`src/rtl/uart_tx_arbiter_pkg.sv`:
```
// Shared definitions for the UART transmit arbiter: FSM state encoding,
// pointer width and the round-robin pointer advance function.
package uart_tx_arbiter_pkg;

    localparam int PTR_W = 3;

    typedef enum logic [1:0] {
        ST_IDLE      = 2'd0,
        ST_SEND      = 2'd1,
        ST_WAIT_ACK  = 2'd2,
        ST_WAIT_DONE = 2'd3
    } arb_state_t;

    // Index after idx, wrapping at num_req; gives the highest-priority requester.
    function automatic logic [PTR_W-1:0] rr_next_index(input logic [PTR_W-1:0] idx,
                                                       input int unsigned num_req);
        logic [PTR_W:0] nxt;
        nxt = {1'b0, idx} + {{PTR_W{1'b0}}, 1'b1};
        if (32'(nxt) >= num_req) begin
            return '0;
        end else begin
            return nxt[PTR_W-1:0];
        end
    endfunction

endpackage

```
`src/rtl/uart_tx_arbiter_rr_pick.sv`:
```
// Combinational one-hot round-robin picker: the first set bit of req at or
// after index ptr, searching upward with wrap-around.
module uart_rr_pick
    import uart_tx_arbiter_pkg::*;
#(
    parameter int NUM_REQ = 4
) (
    input  logic [NUM_REQ-1:0] req,
    input  logic [PTR_W-1:0]   ptr,
    output logic [NUM_REQ-1:0] winner
);

    logic [NUM_REQ-1:0] rot_s;
    logic [NUM_REQ-1:0] first_s;

    // Rotate so ptr sits at bit 0, isolate the lowest set bit, rotate back.
    always_comb begin
        rot_s   = NUM_REQ'({req, req} >> ptr);
        first_s = rot_s & (~rot_s + {{(NUM_REQ-1){1'b0}}, 1'b1});
        winner  = NUM_REQ'(({first_s, first_s} << ptr) >> NUM_REQ);
    end

endmodule

```
`src/rtl/uart_tx_arbiter.sv`:
```
// Round-robin arbiter that gives one requester at a time whole-message
// ownership of a single UART transmitter, with a stall timeout.
module uart_tx_arbiter
    import uart_tx_arbiter_pkg::*;
#(
    parameter int NUM_REQ     = 4,
    parameter int DATA_WIDTH  = 8,
    parameter int TIMEOUT_CYC = 1024
) (
    input  logic                          clk,
    input  logic                          rst,
    input  logic [NUM_REQ-1:0]            req_vld,
    input  logic [NUM_REQ*DATA_WIDTH-1:0] req_data,
    input  logic [NUM_REQ-1:0]            req_last,
    output logic [NUM_REQ-1:0]            req_rdy,
    output logic [NUM_REQ-1:0]            grant,
    output logic [DATA_WIDTH-1:0]         tx_din,
    output logic                          tx_din_vld,
    input  logic                          tx_rfd,
    output logic                          busy,
    output logic                          timeout_err
);

    localparam int CNT_W = $clog2(TIMEOUT_CYC + 1);
    localparam logic [CNT_W-1:0] TO_LAST = CNT_W'(TIMEOUT_CYC - 1);

    arb_state_t             state_r;
    logic                   last_flag_r;
    logic [PTR_W-1:0]       last_granted_r;
    logic [CNT_W-1:0]       to_cnt_r;

    logic [PTR_W-1:0]       ptr_s;
    logic [NUM_REQ-1:0]     pick_s;
    logic [PTR_W-1:0]       grant_idx_s;
    logic [DATA_WIDTH-1:0]  sel_data_s;
    logic                   sel_vld_s;
    logic                   sel_last_s;

    assign ptr_s = rr_next_index(last_granted_r, NUM_REQ);

    uart_rr_pick #(
        .NUM_REQ (NUM_REQ)
    ) u_pick (
        .req    (req_vld),
        .ptr    (ptr_s),
        .winner (pick_s)
    );

    // Select the owner's byte, valid and last through the one-hot grant.
    always_comb begin
        grant_idx_s = '0;
        sel_data_s  = '0;
        for (int i = 0; i < NUM_REQ; i++) begin
            grant_idx_s = grant_idx_s | (PTR_W'(i) & {PTR_W{grant[i]}});
            sel_data_s  = sel_data_s |
                          (req_data[i*DATA_WIDTH +: DATA_WIDTH] & {DATA_WIDTH{grant[i]}});
        end
        sel_vld_s  = |(req_vld & grant);
        sel_last_s = |(req_last & grant);
    end

    // Arbitration FSM; every output is a register updated here.
    always_ff @(posedge clk or posedge rst) begin
        if (rst) begin
            state_r        <= ST_IDLE;
            grant          <= '0;
            req_rdy        <= '0;
            tx_din_vld     <= 1'b0;
            tx_din         <= '0;
            busy           <= 1'b0;
            timeout_err    <= 1'b0;
            last_flag_r    <= 1'b0;
            to_cnt_r       <= '0;
            last_granted_r <= PTR_W'(NUM_REQ - 1);
        end else begin
            req_rdy     <= '0;
            tx_din_vld  <= 1'b0;
            timeout_err <= 1'b0;
            case (state_r)
                ST_IDLE: begin
                    if (|req_vld) begin
                        grant    <= pick_s;
                        busy     <= 1'b1;
                        to_cnt_r <= '0;
                        state_r  <= ST_SEND;
                    end
                end
                ST_SEND: begin
                    if (tx_rfd && sel_vld_s) begin
                        req_rdy     <= grant;
                        tx_din_vld  <= 1'b1;
                        tx_din      <= sel_data_s;
                        last_flag_r <= sel_last_s;
                        state_r     <= ST_WAIT_ACK;
                    end else if (!sel_vld_s) begin
                        // Only owner starvation counts; a busy UART is not a stall.
                        if (to_cnt_r == TO_LAST) begin
                            timeout_err    <= 1'b1;
                            grant          <= '0;
                            busy           <= 1'b0;
                            last_granted_r <= grant_idx_s;
                            to_cnt_r       <= '0;
                            state_r        <= ST_IDLE;
                        end else begin
                            to_cnt_r <= to_cnt_r + CNT_W'(1);
                        end
                    end
                end
                ST_WAIT_ACK: begin
                    if (!tx_rfd) begin
                        state_r <= ST_WAIT_DONE;
                    end
                end
                ST_WAIT_DONE: begin
                    if (tx_rfd) begin
                        if (last_flag_r) begin
                            grant          <= '0;
                            busy           <= 1'b0;
                            last_granted_r <= grant_idx_s;
                            state_r        <= ST_IDLE;
                        end else begin
                            to_cnt_r <= '0;
                            state_r  <= ST_SEND;
                        end
                    end
                end
                default: begin
                    grant   <= '0;
                    busy    <= 1'b0;
                    state_r <= ST_IDLE;
                end
            endcase
        end
    end

endmodule

```
`config.mk`:
```
export PLATFORM = sky130hd
export DESIGN_NAME = uart_tx_arbiter
export DESIGN_NICKNAME = d
export VERILOG_FILES = /design/src/rtl/uart_tx_arbiter_pkg.sv /design/src/rtl/uart_tx_arbiter_rr_pick.sv /design/src/rtl/uart_tx_arbiter.sv
export SDC_FILE = /design/constraint.sdc
export NUM_CORES = 1
export LEC_CHECK = 0
export CAP_MARGIN = 30
export CORE_ASPECT_RATIO = 0.8
export CORE_MARGIN = 5
export CORE_UTILIZATION = 41
export CTS_CLUSTER_DIAMETER = 40
export DETAILED_ROUTE_END_ITERATION = 7
export PLACE_DENSITY = 0.76
export SYNTH_ARGS = -nofsm -noshare
export SYNTH_HDL_FRONTEND = slang
export SYNTH_SLANG_ARGS = --single-unit
```
`constraint.sdc`:
```
create_clock -name clk -period 1.7 [get_ports clk]
set_input_delay 0.34 -clock clk [delete_from_list [all_inputs] [get_ports clk]]
set_output_delay 0.34 -clock clk [all_outputs]
set_load 0.005 [all_outputs]
```
==> results.ini <==
[synthesis]
seq_area_frac_synth_pct = 46.74
synth_area_leaders = sky130_fd_sc_hd__dfrtp_1, sky130_fd_sc_hd__a22oi_1, sky130_fd_sc_hd__nor2_1
synth_ff_type = sky130_fd_sc_hd__dfrtp_1
ys_async_sr_fraction_pct = 100.0
synthesis.nets = 242
yosys.area.top_type_share_pct = 43.94
cell_area_after_synthesis_um2 = 1879
yosys_register_bits = 35
synth_enable_flop_cells = 0
ys.warnings.count = 0
post-synth-top-area-cell = sky130_fd_sc_hd__dfrtp_1
syn_avg_cell_area_um2 = 9.540
postSynthCellCount = 197
synth_cell_type_count = 42

[placement]
hpwlAfterDp_um = 4046
globalplace.congestion = 0.8879
port-buffer-count = 61

[critical_path]
crit_path_max_delay_cell_type = sky130_fd_sc_hd__dfstp_2
worst-setup-path-type = flop to flop
critPathMaxStageDelay_ns = 0.60
crit_fanout = 8
setup.worst_path.start = last_granted_r[0]
timing.critical_path.cells = ha_4 > nor2b_1 > a2bb2oi_1 > o22ai_1 > and3b_1 > mux2_4
worstSetupEndpointType = flop
startpoint_type = flop
critical_path_required_ns = 1.88
worstReg2RegStart = last_granted_r[0]
worst-endpoint-arrival_ns = 1.91

[timing]
timing_worst_slew_pin_value_ns = 0.3469
slew_headroom_pct = 76.70
fmax_ghz = 0.5791
setup_slack_ns = -0.02676
period_needed_ns = 1.727
timing.final.crit_share_pct = 101.6
finalMaxSlewViolations = 0
timing.final.setup_violations = 5
rsz0062_at_grt = yes
timing.clock.skew_ns = 0.002877
timing.final.hold_violations = 0

[clock_network]
cts.hold.buffers_added = 0
cts_inserted_buffers = 5
tritoncts_num_sinks = 35
cts_tree = done
cts_htree_levels = 2
cts.root.buffer_cell = sky130_fd_sc_hd__clkbuf_8
clk_path_buf_depth = 2
clkTransAtPathRegs_ns = 0.08
clk_lat_worst_skew_ns = 0.29

[min_path]
min-delay-path-class = input pin to async pin

[floorplan]
core_region_area_um2 = 4514
row_count = 22
die_width_um = 85.70
floorplan.die.height_um = 70.56
io_pins = 62
die_footprint_um2 = 6046
start_util_pct = 41.63

[layout]
layout-drive-gt1-share_pct = 29.87
num-nets-final = 342
layout.cells.most_common = sky130_fd_sc_hd__clkdlybuf4s50_1
syn2layout_area_growth_pct = 68.44
fin_util_pct = 70.12
antenna-diode-count = 0
mostFrequentLayoutCells = sky130_fd_sc_hd__clkdlybuf4s50_1, sky130_fd_sc_hd__buf_4, sky130_fd_sc_hd__dfrtp_1

[power]
p_int_mw = 1.481
clkPwrFrac_pct = 28.9
power.combinational.fraction_pct = 21.1
peak_vdd_ir_mv = 0.3662
pwr_density_cell_nw_per_um2 = 673.7
power.leakage_nw = 1.382
pwr-share-seq_pct = 50.0
power.total_mw = 2.133
switching_share_of_power_pct = 30.57
power.switching_mw = 0.6520

[drt]
post_drt_wl_per_cell_um = 16.53
vias_post_dr = 1928
drt_pre_antenna_iters = 4
routed_wirelength_um = 5917
drc = 0
viasPerCell = 5.385
postRouteAntennaNets = 0
first_iter_violations = 181

[global_routing]
first_global_vias = 1920
gr-usage-all-layers_pct = 19.98
number_of_antenna_violations_at_the_first_check_in_global_routing = 0
met2_usage_pct = 31.90
grt_max_degree = 36
wire_length_of_the_first_global_routing_pass_um = 9439
gr-total-overflow = 0
grt.met1_usage_pct = 25.98
grt_most_used_layer = met2
global_route.usage.met3_pct = 3.609

[run_status]
status = finished, violations left
failed_checks = negative setup slack

[flow_run]
max_cap_viol_count = 0

[routing by layer]
| layer | wire, um | vias up |
|---|---|---|
| li1 | - | 938 |
| met1 | 2557 | 921 |
| met2 | 2953 | 53 |
| met3 | 233 | 16 |
| met4 | 172 | 0 |
| met5 | 0 | - |
[final cells by class]
type	instances	area, um2
clock inverter	2	12.51
timing repair buffer	103	967.2
multi-input combinational	145	1131
tap	60	75.07
sequential	35	880.8
clock buffer	6	72.57
inverter	7	26.28
fill	346	1349
[synthesized netlist by cell type (2+ instances only)]
cell type                   instances
sky130_fd_sc_hd__dfrtp_1           33
sky130_fd_sc_hd__nor2_1            22
sky130_fd_sc_hd__a22oi_1           20
sky130_fd_sc_hd__a31oi_1           12
sky130_fd_sc_hd__nand2_1           12
sky130_fd_sc_hd__o21ai_0           10
sky130_fd_sc_hd__clkbuf_1           8
sky130_fd_sc_hd__a21oi_1            7
sky130_fd_sc_hd__inv_1              7
sky130_fd_sc_hd__nor3_1             7
sky130_fd_sc_hd__mux2_2             6
sky130_fd_sc_hd__and2_1             5
sky130_fd_sc_hd__nand3_1            4
sky130_fd_sc_hd__mux2i_1            3
sky130_fd_sc_hd__nor4_1             3
sky130_fd_sc_hd__a21boi_0           2
sky130_fd_sc_hd__a21o_1             2
sky130_fd_sc_hd__a22o_1             2
sky130_fd_sc_hd__a2bb2oi_1          2
sky130_fd_sc_hd__and3_1             2
sky130_fd_sc_hd__dfstp_2            2
sky130_fd_sc_hd__ha_1               2
sky130_fd_sc_hd__nand2b_1           2
sky130_fd_sc_hd__nand3b_1           2
sky130_fd_sc_hd__nor3b_1            2
sky130_fd_sc_hd__or4_1              2
[power groups by stage]
stage	combinational, mW	sequential [mW]	clock, mW
after global placement	0.395	1.05	0
final	0.450	1.07	0.617
after detailed placement	0.410	1.05	0
after global routing	0.499	1.08	0.675
after floorplan	0.185	1.04	0
after CTS	0.430	1.05	0.626
[logic make-up after synthesis]
logic type                 synth area share (%)
AOI/OAI and AO/OA                         23.44
adders and majority gates                 1.331
buffers and inverters                     3.862
DFF                                       46.74
muxes                                     5.193
and+or+nand+nor                           19.44
[registers in the layout (all words and copies together) (netlist names), named ones only]
name	count
to_cnt_r	11
tx_din	8
grant	4
req_rdy	4
last_granted_r	2
busy	1
last_flag_r	1
state_r	1
timeout_err	1
tx_din_vld	1
[path summary, 6_finish.rpt]
check,slack (ns),cells after the start,endpoint
setup reg to reg,-0.03,6,grant[0]
hold reg to reg,0.49,2,last_granted_r[1]
setup / recovery,-0.03,6,grant[0]
max in group asynchronous,1.06,3,last_granted_r[1]
min in group clk,0.49,2,last_granted_r[1]
hold / removal,0.39,3,tx_din_vld
[critical path, delay by kind of cell, from the launching register on]
family | cells | cell delay (ns)
flops | 1 | 0.60
simple gates | 2 | 0.27
mux | 1 | 0.26
fa+ha+maj | 1 | 0.24
compound gates | 2 | 0.24
[metrics by stage]
step | std cells | hold WS [ns] | instance area (um2) | setup WS [ns] | TNS [ns]
after detailed placement | 337 | 0.4882 | 2809 | -0.6017 | -13.10
after global placement | 337 | 0.4819 | 2809 | -0.5565 | -12.48
after CTS | 353 | 0.3935 | 3048 | -0.03116 | -0.1288
after global routing | 358 | 0.4144 | 3166 | -0.08418 | -0.7236
final | 358 | 0.3925 | 3166 | -0.02676 | -0.09583
after floorplan | 197 | 0.4703 | 1937 | -0.03850 | -0.1510
[what timing repair did]
action,CTS,global route
endpoints found under the hold margin,0,0
pin swaps,7,9
setup endpoints to repair,23,19
gates resized for setup,33,16
buffers inserted,8,6
Note: power is estimated with default switching activity, not from simulation.
